--- src/rtl/pipe_ctrl_pkg.sv ---
// Shared types and constants for the fetch/decode pipeline controller.
package pipe_ctrl_pkg;

  // Fetch mode decoded from the hazard unit's controls each cycle.
  typedef enum logic [1:0] {
    RUN     = 2'd0,
    HOLD    = 2'd1,
    HOLD_BR = 2'd2
  } pipe_state_e;

  localparam logic [31:0] NOP_INSTR        = 32'h0000_0000;
  localparam logic [31:0] DEFAULT_RESET_PC = 32'h0000_0000;
  localparam logic [31:0] PC_STEP          = 32'h0000_0004;

  // Sequential fetch address; wraps modulo 2^32 by construction.
  function automatic logic [31:0] pc_next_seq(input logic [31:0] pc);
    return pc + PC_STEP;
  endfunction

endpackage

--- src/rtl/sat_counter.sv ---
// Saturating up-counter with synchronous clear; holds at all-ones.
module sat_counter #(
  parameter int W = 16
) (
  input  logic         Clk,
  input  logic         Rst,
  input  logic         inc,
  input  logic         clr,
  output logic [W-1:0] value
);

  localparam logic [W-1:0] ONE = {{(W-1){1'b0}}, 1'b1};

  logic [W-1:0] value_q;
  logic [W-1:0] value_d;

  // Next count: clear wins over increment, increment stops at all-ones.
  always_comb begin
    value_d = value_q;
    if (clr) begin
      value_d = '0;
    end else if (inc && (value_q != '1)) begin
      value_d = value_q + ONE;
    end else begin
      value_d = value_q;
    end
  end

  // Count register with synchronous active-low reset.
  always_ff @(posedge Clk) begin
    if (!Rst) begin
      value_q <= '0;
    end else begin
      value_q <= value_d;
    end
  end

  assign value = value_q;

endmodule

--- src/rtl/fetch_decode_pipe_ctrl.sv ---
// PC and IF/ID register owner: obeys stall/bubble/flush controls from the
// hazard unit, squashes wrong-path fetch on redirect, keeps debug statistics.
module fetch_decode_pipe_ctrl
  import pipe_ctrl_pkg::*;
#(
  parameter logic [31:0] RESET_PC    = DEFAULT_RESET_PC,
  parameter int          STALL_LIMIT = 16,
  parameter int          CNT_W       = 16
) (
  input  logic             Clk,
  input  logic             Rst,
  input  logic             PCWrite,
  input  logic             DecodeRegWrite,
  input  logic             MuxControl,
  input  logic             flushControl,
  input  logic             RedirectValid,
  input  logic [31:0]      RedirectTarget,
  input  logic [31:0]      InstrIn,
  output logic [31:0]      PC,
  output logic [31:0]      IFID_Instr,
  output logic [31:0]      IFID_PCPlus4,
  output logic             IFID_Valid,
  output logic             BubbleEx,
  output logic [CNT_W-1:0] StallCount,
  output logic [CNT_W-1:0] FlushCount,
  output logic             StallTimeout
);

  localparam logic [CNT_W-1:0] LIMIT_M1 = CNT_W'(STALL_LIMIT - 1);

  // The fetch mode is a pure function of this cycle's controls: the hazard
  // unit re-issues them every cycle, so nothing about the previous mode
  // changes what happens at the next edge.
  pipe_state_e mode_s;

  logic [31:0]      pc_q, pc_d;
  logic [31:0]      instr_q, instr_d;
  logic [31:0]      pc4_q, pc4_d;
  logic             valid_q, valid_d;
  logic             timeout_q, timeout_d;
  logic [31:0]      pc_plus4_s;
  logic             stall_s;
  logic             redirect_s;
  logic [CNT_W-1:0] consec_s;

  assign pc_plus4_s = pc_next_seq(pc_q);
  assign stall_s    = ~PCWrite;
  // Redirects are only honoured when the PC is allowed to move.
  assign redirect_s = PCWrite & RedirectValid;

  // Decode the fetch mode from PCWrite/flushControl.
  always_comb begin
    mode_s = RUN;
    if (PCWrite) begin
      mode_s = RUN;
    end else if (flushControl) begin
      mode_s = HOLD_BR;
    end else begin
      mode_s = HOLD;
    end
  end

  // Next PC and IF/ID contents for the current mode.
  always_comb begin
    pc_d    = pc_q;
    instr_d = instr_q;
    pc4_d   = pc4_q;
    valid_d = valid_q;
    case (mode_s)
      RUN: begin
        if (RedirectValid) begin
          // Squash the wrong-path word and jump in the same edge.
          pc_d    = RedirectTarget;
          instr_d = NOP_INSTR;
          pc4_d   = 32'h0000_0000;
          valid_d = 1'b0;
        end else begin
          pc_d = pc_plus4_s;
          if (DecodeRegWrite) begin
            instr_d = InstrIn;
            pc4_d   = pc_plus4_s;
            valid_d = 1'b1;
          end else begin
            instr_d = instr_q;
            pc4_d   = pc4_q;
            valid_d = valid_q;
          end
        end
      end
      HOLD, HOLD_BR: begin
        // PC frozen; IF/ID still follows its own enable in case the two differ.
        pc_d = pc_q;
        if (DecodeRegWrite) begin
          instr_d = InstrIn;
          pc4_d   = pc_plus4_s;
          valid_d = 1'b1;
        end else begin
          instr_d = instr_q;
          pc4_d   = pc4_q;
          valid_d = valid_q;
        end
      end
      default: begin
        pc_d    = pc_q;
        instr_d = instr_q;
        pc4_d   = pc4_q;
        valid_d = valid_q;
      end
    endcase
  end

  // Sticky timeout: set on the edge where the consecutive run reaches the limit.
  always_comb begin
    timeout_d = timeout_q;
    if (stall_s && (consec_s >= LIMIT_M1)) begin
      timeout_d = 1'b1;
    end else begin
      timeout_d = timeout_q;
    end
  end

  // Pipeline state registers with synchronous active-low reset.
  always_ff @(posedge Clk) begin
    if (!Rst) begin
      pc_q      <= RESET_PC;
      instr_q   <= NOP_INSTR;
      pc4_q     <= 32'h0000_0000;
      valid_q   <= 1'b0;
      timeout_q <= 1'b0;
    end else begin
      pc_q      <= pc_d;
      instr_q   <= instr_d;
      pc4_q     <= pc4_d;
      valid_q   <= valid_d;
      timeout_q <= timeout_d;
    end
  end

  sat_counter #(.W(CNT_W)) u_stall_cnt (
    .Clk   (Clk),
    .Rst   (Rst),
    .inc   (stall_s),
    .clr   (1'b0),
    .value (StallCount)
  );

  sat_counter #(.W(CNT_W)) u_flush_cnt (
    .Clk   (Clk),
    .Rst   (Rst),
    .inc   (redirect_s),
    .clr   (1'b0),
    .value (FlushCount)
  );

  sat_counter #(.W(CNT_W)) u_consec_cnt (
    .Clk   (Clk),
    .Rst   (Rst),
    .inc   (stall_s),
    .clr   (PCWrite),
    .value (consec_s)
  );

  assign PC           = pc_q;
  assign IFID_Instr   = instr_q;
  assign IFID_PCPlus4 = pc4_q;
  assign IFID_Valid   = valid_q;
  assign StallTimeout = timeout_q;
  assign BubbleEx     = ~MuxControl;

endmodule

--- config.mk ---
export PLATFORM = sky130hd
export DESIGN_NAME = fetch_decode_pipe_ctrl
export DESIGN_NICKNAME = d
export VERILOG_FILES = /design/src/rtl/pipe_ctrl_pkg.sv /design/src/rtl/sat_counter.sv /design/src/rtl/fetch_decode_pipe_ctrl.sv
export SDC_FILE = /design/constraint.sdc
export NUM_CORES = 1
export LEC_CHECK = 0
export ABC_AREA = 1
export ABC_CLOCK_PERIOD_IN_PS = 3700
export BUFFER_PORTS_ARGS = -buffer_cell sky130_fd_sc_hd__buf_2
export CORE_MARGIN = 8
export CORE_UTILIZATION = 57
export DETAILED_ROUTE_END_ITERATION = 7
export PLACE_DENSITY = 0.86
export SETUP_SLACK_MARGIN = 0.02
export SYNTH_ARGS = -nofsm -noshare
export SYNTH_HDL_FRONTEND = slang
export SYNTH_HIERARCHICAL = 1
export SYNTH_SLANG_ARGS = --single-unit
--- constraint.sdc ---
create_clock -name Clk -period 3.7 [get_ports Clk]
set_clock_uncertainty 0.1 [all_clocks]
set_input_delay 0.74 -clock Clk [delete_from_list [all_inputs] [get_ports Clk]]
set_output_delay 0.74 -clock Clk [all_outputs]
set_load 0.02 [all_outputs]
==> impl_results.md, run 1 <==
- Outcome: completed
- Post-synthesis xor/xnor area fraction: 2.07%
- Kind of critical path: input port to flip-flop
- Synthesized instance count: 1,148
- Largest family of logic cells by synthesized area: simple AND/OR/NAND/NOR gates
- Cell Area, Synth: 0.00744 mm²
- Grt ovf: 0
- Ranking of synthesized cells by area: dfxtp_1 39%, nand2_1 14%, nor2_1 13%, a21oi_1 5.4%, inv_1 5.4%
- Worst Hold Slack: 0.364 ns
- CTS Root Cell: clkbuf_16
- Main flop type after synthesis: dfxtp_1
- Clock period minus worst slack: 2.75 ns
- Placed cell area: 0.00858 mm²
- Setup_tns: 0 ns
- Combinational share of power: 11.5%
- First-pass GRT wire length: 34,500 µm
- Pins Over Slew Limit: 0
- Setup WS pre-CTS: 0.590 ns
- Fmax: 364 MHz
- Reg clk slew, reported paths: 0.06 ns
- P_sw: 0.00101 W
- Vias in the first global route: 7,287
- Flop and latch count out of synthesis: 146
- Adder-cell area share of the yosys netlist: 1.01%
- CTS Buffer Depth: 2
- WL per Instance: 14.7 µm
- Die ar.: 0.0170 mm²
- Sw frac: 25.4%
- # rows: 41
- Static leakage: 4.08 nW
- Die H: 130 µm
- Yosys warns: 6
- Internal: 0.00297 W
- Final ANT Viol Nets: 0
- Antenna violations before repair: 0
- # hold bufs at CTS: 0
- Sequential Power Share: 42.4%
- Ports: 202
- Post-synthesis mux area share: 0%
- DPL Wire Length: 16,600 µm
- Mean Syn Cell Area: 6.48 µm²
- Share of the synthesized area in the top cell type: 39.3%
- Synth cell count leaders: 279 x nand2_1, 259 x nor2_1, 146 x dfxtp_1
- Via count: 8,066
- Compound-Gate Fraction of Synth Area: 10.9%
- Cell Pwr Density: 433 mW/mm²
- Sequential cell area fraction in the yosys report: 39.3%
- Total Nets Final: 1,417
- Synth unique cells: 34
- Slew @ Worst Pin: 1.06 ns
- Final setup fails: 0
- CTS tree: built
- Ys async rst share: 0%
- Routed Wire Length: 22,400 µm
- # Post-CTS Setup Buffers: 0
- # DRC: 0
- Post-synth EDFFs: 0
- I/O Buffers: 201
- WP data required: 3.93 ns
- Post-route cell area: 0.00921 mm²
- Share of cells above drive strength 1: 20.1%
- Core area: 0.0127 mm²
- Final Hold Fails: 0
- Placer Congestion: 0.997
- Crit-path max FO: 26
- GRT Resource Usage Total: 25.7%
- Simple-Gate Fraction of Synth Area: 38.8%
- Fin crit share: 74.3%
- Die W: 130 µm
- Area grow syn2layout: 23.7%
- Yosys top cell by area: dfxtp_1
- Max-cap violation count: 0
- VDD IR max: 0.000267 V
- Clock latency on the worst-skew pair: 0.42 ns
- Startpoint Class: input port
- RSZ-0062 raised after global routing: no
- DRT Pass-1 Iters: 5
- Largest net degree at the start of global routing: 42
- Iter 0 DRT Violations: 586
- Hold Crit Class: flip-flop to flip-flop
- Most frequent cell after synthesis: nand2_1
- H-tree levels: 4
- # resized after CTS: 0
- Clock sink count: 146
- Clock share of power: 46.1%
- Routed vias/inst: 5.29
- Crit path capture type: flip-flop
- CTS buffer count: 17
- Post-route setup slack: 0.953 ns
- Slew margin rel.: 29.6%
- Initial core utilization: 58.7%
- CP arrival: 2.98 ns
- Power Total: 0.00398 W
==> layout by cell type, fill, tap and decap left out, types with 2 or more instances in the layout <==
cell type and instances:
a211oi_1 2, clkinv_2 3, ha_1 6, nor2_1 258
diode_2 2, inv_1 107, nor3_1 35, dfxtp_1 146
nand2_2 6, o21ai_1 4, nand2_4 2, a31oi_1 5
nand4_1 14, nand2_1 279, clkbuf_1 2, nor2_8 2
o21ai_0 34, conb_1 2, inv_2 2, nand3b_1 7
clkinvlp_4 3, clkinv_1 3, buf_4 8, a21oi_1 81
clkbuf_16 17, bufinv_16 5, a21boi_0 11, buf_2 201
xor2_2 3, nand3_1 59, nor2_4 6, xnor2_1 2
nor2_2 12, a22o_1 7, xor2_1 10, and2_1 2
==> state kept, by name, summed over array words and instances (netlist names) <==
name                cells
IFID_Instr             32
IFID_PCPlus4           32
IFID_Valid              1
PC                     32
u_stall_cnt/value      16
u_consec_cnt/value     16
u_flush_cnt/value      16
StallTimeout            1
==> power by group through the flow <==
stage,registers (W),logic (W),clock network (W)
4_1_cts,0.00169,0.000458,0.00185
3_3_place_gp,0.00172,0.000445,0
5_1_grt,0.00170,0.000501,0.00192
3_5_place_dp,0.00172,0.000453,0
2_1_floorplan,0.00179,0.000207,0
6_report,0.00169,0.000458,0.00184
==> per-stage QoR <==
stage                     instances  utilization, %
final                          1525            72.6
after detailed placement       1493            67.7
after floorplan                1149               -
after global placement         1493            67.7
after global routing           1523            72.6
after CTS                      1523            72.6
==> logic make-up (layout without fill, tap and decap cells) <==
logic type | Yosys count | after routing
buffers and inverters | 150 | 352
XOR/XNOR | 15 | 15
AO/OA/AOI/OAI | 147 | 147
adder cells (fa/ha/maj) | 6 | 6
flip-flops | 146 | 146
AND/OR/NAND/NOR | 683 | 683
other | 1 | 4
==> layout make-up <==
class	instances	area (µm²)
Clock buffer	19	433
Tap cell	172	215
Multi-Input combinational cell	853	3940
Antenna cell	2	5.00
Clock inverter	11	188
Fill cell	1051	3470
Sequential cell	146	2920
Timing Repair Buffer	210	1090
Inverter	112	420
==> layer usage <==
layer  share of wire (%)  track usage [%]  up-vias  wire length [µm]
met4                 3.3             14.2        0               749
met5                   0                0        -                 0
li1                    -                -     4015                 -
met1                  40             30.2     3603              8870
met2                  46             42.4      392             10300
met3                  11             5.96       56              2500
==> worst max-delay path: stages <==
cell and delay [ns]:
buf_2 0.11, inv_1 0.18, nand2_1 0.14, inv_1 0.05
ha_1 0.18, inv_1 0.35, nand2_1 0.22, inv_2 0.34
buf_4 0.35, nor2_1 0.08, nor3_1 0.21
==> final timing paths <==
check | from | to | slack (ns) | cells after the start
worst max-delay path | PCWrite | IFID_Instr[21] | 0.95 | 11
worst min-delay path | IFID_PCPlus4[11] | IFID_PCPlus4[11] | 0.36 | 2
worst max register to register | u_flush_cnt/value[0] | u_flush_cnt/value[7] | 1.51 | 7
worst min register to register | IFID_PCPlus4[11] | IFID_PCPlus4[11] | 0.36 | 2
(Power assumes the default switching activity.)
==> run 2: changes to the inputs <==
- ABC_CLOCK_PERIOD_IN_PS: 3700 -> 2900
- CORE_UTILIZATION: 57 -> 53
- PLACE_DENSITY: 0.86 -> 0.81
- clock period: 3.7 -> 2.9 ns (I/O delays scaled with it)
==> run 2 against run 1 <==
Sequential power rose by 27%. Critical path depth fell by 1. First-iteration DRC count rose by 6.3%. Via count fell by 2.6%. Sequential share of layout area fell by 0.59 points. Core utilization fell by 4.5 points. Die area rose by 6.6%. Highest routed layer unchanged.
==> impl_results.md, run 2 (same netlist as run 1, synthesis figures left out) <==
- Outcome: completed
- Slowest-stage cell, CP: nor2_2
- # Post-CTS Setup Buffers: 0
- Final setup fails: 0
- Worst Reg-to-Reg Cells: 7
- Routed Wire Length: 22,300 µm
- Fmax: 445 MHz
- CTS tree: built
- WP data required: 3.17 ns
- Cell Pwr Density: 566 mW/mm²
- Routed vias/inst: 5.09
- Worst reg2reg setup slack: 0.92 ns
- # hold bufs at CTS: 0
- Vias in the first global route: 7,532
- Pins Over Slew Limit: 0
- CTS Buffer Depth: 2
- Crit path capture type: flip-flop
- Crit. path cell count: 10
- Clock sink count: 146
- Worst-path cell chain: buf_2 > inv_1 > nand2_1 > ha_1 > inv_2 > nor2_2 > inv_1 > o211ai_1 > nand2_1 > inv_1
- CTS Root Cell: clkbuf_16
- Max-cap violation count: 0
- RSZ-0062 raised after global routing: no
- Initial core utilization: 54.0%
- Iter 0 DRT Violations: 623
- CP arrival: 2.51 ns
- Worst flop-to-flop path endpoint: u_stall_cnt/value[7]
- FILL cells: 1,208
- Reg clk slew, reported paths: 0.06 ns
- Core area: 0.0138 mm²
- Crit-path max cell delay: 0.93 ns
- Antenna violations before repair: 1
- Grt ovf: 0
- Most frequent cells in the layout: 279 x nand2_1, 258 x nor2_1, 201 x buf_2
- # DRC: 0
- WL per Instance: 14.4 µm
- Largest net degree at the start of global routing: 42
- # rows: 43
- Via count: 7,855
- Die ar.: 0.0181 mm²
- Setup crit start: PCWrite
- Share of cells above drive strength 1: 20.8%
- First-pass GRT wire length: 35,800 µm
- Family with the most delay on the worst path: simple AND/OR/NAND/NOR gates
- Commonest non-fill, non-tap cell in the layout: nand2_1
- Die H: 134 µm
- Startpoint Class: input port
- Area grow syn2layout: 26.0%
- Die W: 134 µm
- Setup_tns: 0 ns
- Fin crit share: 77.4%
- VDD IR max: 0.000342 V
- Clock period minus worst slack: 2.25 ns
- Final ANT Viol Nets: 0
- Slew @ Worst Pin: 1.25 ns
- Total Nets Final: 1,427
- I/O Buffers: 201
- Worst Hold Slack: 0.345 ns
- Multi-input gate area: 0.00394 mm²
- Hold Crit Class: input port to flip-flop
- Slew margin rel.: 16.5%
- H-tree levels: 4
- End of the critical path: PC[3]
- DRT Pass-1 Iters: 7
- CTS buffer count: 17
- Most used cell, CP: inv_1
- Kind of critical path: input port to flip-flop
- Worst path bufs/invs: 5
- Worst r2r src: u_stall_cnt/value[0]
- GRT Resource Usage Total: 24.2%
- Placer Congestion: 0.948
- Reg area: 0.00292 mm²
- # resized after CTS: 0
- DPL Wire Length: 16,600 µm
- Static leakage: 4.18 nW
- Crit-path max FO: 29
- Final Hold Fails: 0
- Clock latency on the worst-skew pair: 0.42 ns
- Ports: 202
[run 2: cell types whose count changed in the layout (fill, tap and decap cells not counted), sizes merged]
cell,previous run,this run
clkinv,6,5
buf,210,220
inv,109,110
clkinvlp,3,0
bufinv,5,7
clkbuf,19,20
[run 2: worst min-delay path by stage]
stage,startpoint,end,slack [ns],cells after the start
floorplan,u_consec_cnt/value[14],u_consec_cnt/value[14],0.40,2
global placement,StallTimeout,StallTimeout,0.35,2
CTS,RedirectTarget[0],PC[0],0.33,3
global route,RedirectTarget[1],PC[1],0.34,3
finish,RedirectTarget[1],PC[1],0.34,3
detailed placement,IFID_PCPlus4[21],IFID_PCPlus4[21],0.36,2
[run 2: report_power, final]
group | switching (W) | internal (W)
Clock | 0.000829 | 0.00174
Combinational | 0.000389 | 0.000205
Sequential | 0.0000658 | 0.00209
[run 2: metal layers]
metal	wire (µm)	vias to the layer above	share of wire [%]	global-route usage, %
met5	0	-	0	0
met4	603	0	2.7	10.8
met3	2040	51	9.2	6.91
met2	10100	339	46	39.2
met1	9470	3430	43	29.1
li1	-	4035	-	-
[run 2: final cells by class]
class | count | area share, %
Timing Repair Buffer | 220 | 12.6
Multi-Input combinational cell | 853 | 42.0
Tap cell | 180 | 2.40
Inverter | 112 | 4.48
Sequential cell | 146 | 31.2
Antenna cell | 2 | 0.0534
Clock inverter | 10 | 2.44
Clock buffer | 20 | 4.87
[run 2: worst reg2reg max path, delay by kind of cell (launching register included)]
kind	cells	cell delay, ns
fa+ha+maj	1	0.24
flops	1	0.41
simple gates	3	0.60
buf+inv	2	0.38
compound gates	1	0.14
[run 2: metrics by stage]
stage / cells / util, % / cell area (µm²) / total power (W) / setup WS [ns]
CTS: 1541 / 68.1 / 9380 / 0.00535 / 0.684
finish: 1543 / 68.1 / 9380 / 0.00531 / 0.655
global placement: 1511 / 63.1 / 8690 / 0.00277 / 0.294
global route: 1542 / 68.1 / 9380 / 0.00550 / 0.470
detailed placement: 1511 / 63.1 / 8690 / 0.00279 / 0.234
floorplan: 1149 / - / 7450 / 0.00254 / 0.820
==> run 3: changes to the inputs <==
- ABC_CLOCK_PERIOD_IN_PS: 2900 -> 2160
- clock period: 2.9 -> 2.16 ns (I/O delays scaled with it)
==> run 3 against run 2 <==
Critical endpoint is now IFID_PCPlus4[20]. Wire length fell by 2.5%. Combinational power rose by 35%. Highest routed layer unchanged. Count of clock-buffer cells in the layout fell by 2. Register-to-register slack got worse by 0.60 ns. Non-clock buffer count rose by 4. Global-route usage fell by 0.79 points. Clock power rose by 21%. Design area fell by 0.12%.
==> impl_results.md, run 3 (same netlist as run 1, synthesis figures left out) <==
- Worst flop-to-flop path endpoint: IFID_PCPlus4[20]
- Cell Pwr Density: 726 mW/mm²
- Most frequent cells in the layout: 279 x nand2_1, 258 x nor2_1, 201 x buf_2
- Hold Crit Class: input port to flip-flop
- # hold bufs at CTS: 0
- # DRC: 0
- Die ar.: 0.0181 mm²
- Final Hold Fails: 0
- WL per Instance: 14.0 µm
- Final setup fails: 0
- Largest net degree at the start of global routing: 45
- Met3 WL: 1830 µm
- Worst reg2reg setup slack: 0.32 ns
- Crit-path max FO: 5
- Die H: 134 µm
- Crit-path max cell delay: 0.44 ns
- Routed Wire Length: 21,700 µm
- Startpoint Class: flip-flop
- Share of cells above drive strength 1: 21.2%
- Area grow syn2layout: 25.9%
- Top Layer Used: met4
- Clock period minus worst slack: 1.84 ns
- Slew margin rel.: 49.0%
- Sequential Power Share: 42.4%
- Outcome: completed
- GRT Resource Usage Total: 23.4%
- Max-cap violation count: 0
- Routed met2 length: 9810 µm
- Reg clk slew, reported paths: 0.06 ns
- Vias in the first global route: 7,133
- Ports: 202
- RSZ-0062 raised after global routing: no
- # rows: 43
- Combinational share of power: 11.8%
- I/O Buffers: 201
- Iter 0 DRT Violations: 557
- Slowest-stage cell, CP: dfxtp_1
- Routed vias/inst: 5.07
- Static leakage: 4.17 nW
- Crit. path cell count: 10
- Grt ovf: 0
- Worst r2r src: PC[2]
- Util after Layout: 68.0%
- Fmax: 543 MHz
- Clock sink count: 146
- Slew @ Worst Pin: 0.763 ns
- VDD IR max: 0.000446 V
- Sw frac: 26.0%
- Most used cell, CP: nand2_1
- DRT Pass-1 Iters: 5
- Worst path bufs/invs: 0
- Post-Route M1 WL: 9620 µm
- Power Total: 0.00680 W
- Internal: 0.00504 W
- Final ANT Viol Nets: 0
- First-pass GRT wire length: 34,800 µm
- Kind of critical path: flip-flop to flip-flop
- WP data required: 2.36 ns
- DPL Wire Length: 16,300 µm
- Initial core utilization: 54.0%
- Crit path capture type: flip-flop
- Clock share of power: 45.8%
- Total Nets Final: 1,431
- Worst-path cell chain: ha_1 > nand2_2 > nor2_4 > nand2_4 > nor2_4 > nand2_1 > nand2_1 > nand2_1 > a21oi_1 > nor2_1
- Die W: 134 µm
- Setup crit start: PC[2]
- Placer Congestion: 0.961
- H-tree levels: 4
- CP arrival: 2.04 ns
- Clock latency on the worst-skew pair: 0.42 ns
- Pins Over Slew Limit: 0
- End of the critical path: IFID_PCPlus4[20]
- Commonest non-fill, non-tap cell in the layout: nand2_1
- CTS Root Cell: clkbuf_16
- Worst Reg-to-Reg Cells: 10
- Via count: 7,864
- CTS buffer count: 17
- CTS tree: built
- Antenna violations before repair: 2
- CTS Buffer Depth: 2
- Core area: 0.0138 mm²
- P_sw: 0.00177 W
- Family with the most delay on the worst path: simple AND/OR/NAND/NOR gates
- Fin crit share: 85.3%
-- run 3: cell count changes in the layout (fill, tap and decap cells not counted), sizes merged --
cell,delta
clkinv,+3
inv,+1
clkbuf,-2
diode,+1
bufinv,-3
clkinvlp,+3
buf,+4
-- run 3: worst min-delay path by stage --
stage	startpoint	to	slack [ns]	cells past startpoint
after floorplan	u_consec_cnt/value[14]	u_consec_cnt/value[14]	0.40	2
after global placement	StallTimeout	StallTimeout	0.35	2
after detailed placement	IFID_PCPlus4[15]	IFID_PCPlus4[15]	0.36	2
after CTS	RedirectTarget[8]	PC[8]	0.17	3
after global routing	RedirectTarget[2]	PC[2]	0.19	3
final	RedirectTarget[2]	PC[2]	0.18	3
-- run 3: worst min-delay path: cells and delay by family --
kind | cells | cell delay [ns]
compound gates | 1 | 0.11
buf+inv | 2 | 0.13
-- run 3: stage by stage --
step	std cells	setup WS, ns	setup TNS, ns	cell area (µm²)	hold WS [ns]
finish	1550	0.317	0	9370	0.181
global route	1549	0.181	0	9370	0.190
CTS	1547	0.0800	0	9360	0.167
detailed placement	1515	-0.355	-6.03	8730	0.356
global placement	1515	-0.281	-3.34	8730	0.346
floorplan	1149	0.228	0	7450	0.397
-- run 3: area by class of cell --
cell class                      instances  area, µm²
Antenna cell                            3       7.51
Clock buffer                           18        439
Clock inverter                         14        185
Fill cell                            1262       4400
Inverter                              112        420
Multi-Input combinational cell        853       3940
Sequential cell                       146       2920
Tap cell                              180        225
Timing Repair Buffer                  224       1230
-- run 3: power by group through the flow --
stage          registers (W)  clock network, W  logic [W]
4_1_cts              0.00289           0.00316   0.000803
3_3_place_gp         0.00294                 0   0.000788
5_1_grt              0.00290           0.00330   0.000883
2_1_floorplan        0.00306                 0   0.000355
6_report             0.00289           0.00311   0.000802
3_5_place_dp         0.00294                 0   0.000799
-- run 3: per-layer routing --
| layer | up-vias | global-route usage [%] |
|---|---|---|
| met2 | 317 | 37.4 |
| met5 | - | 0 |
| met4 | 0 | 9.73 |
| met3 | 33 | 6.32 |
| li1 | 4043 | - |
| met1 | 3471 | 29.1 |
-- run 3: repair_timing --
| item | in CTS | in global routing |
|---|---|---|
| buffers inserted | 0 | 0 |
| setup endpoints to repair | 0 | 5 |
| resized for setup | 0 | 1 |
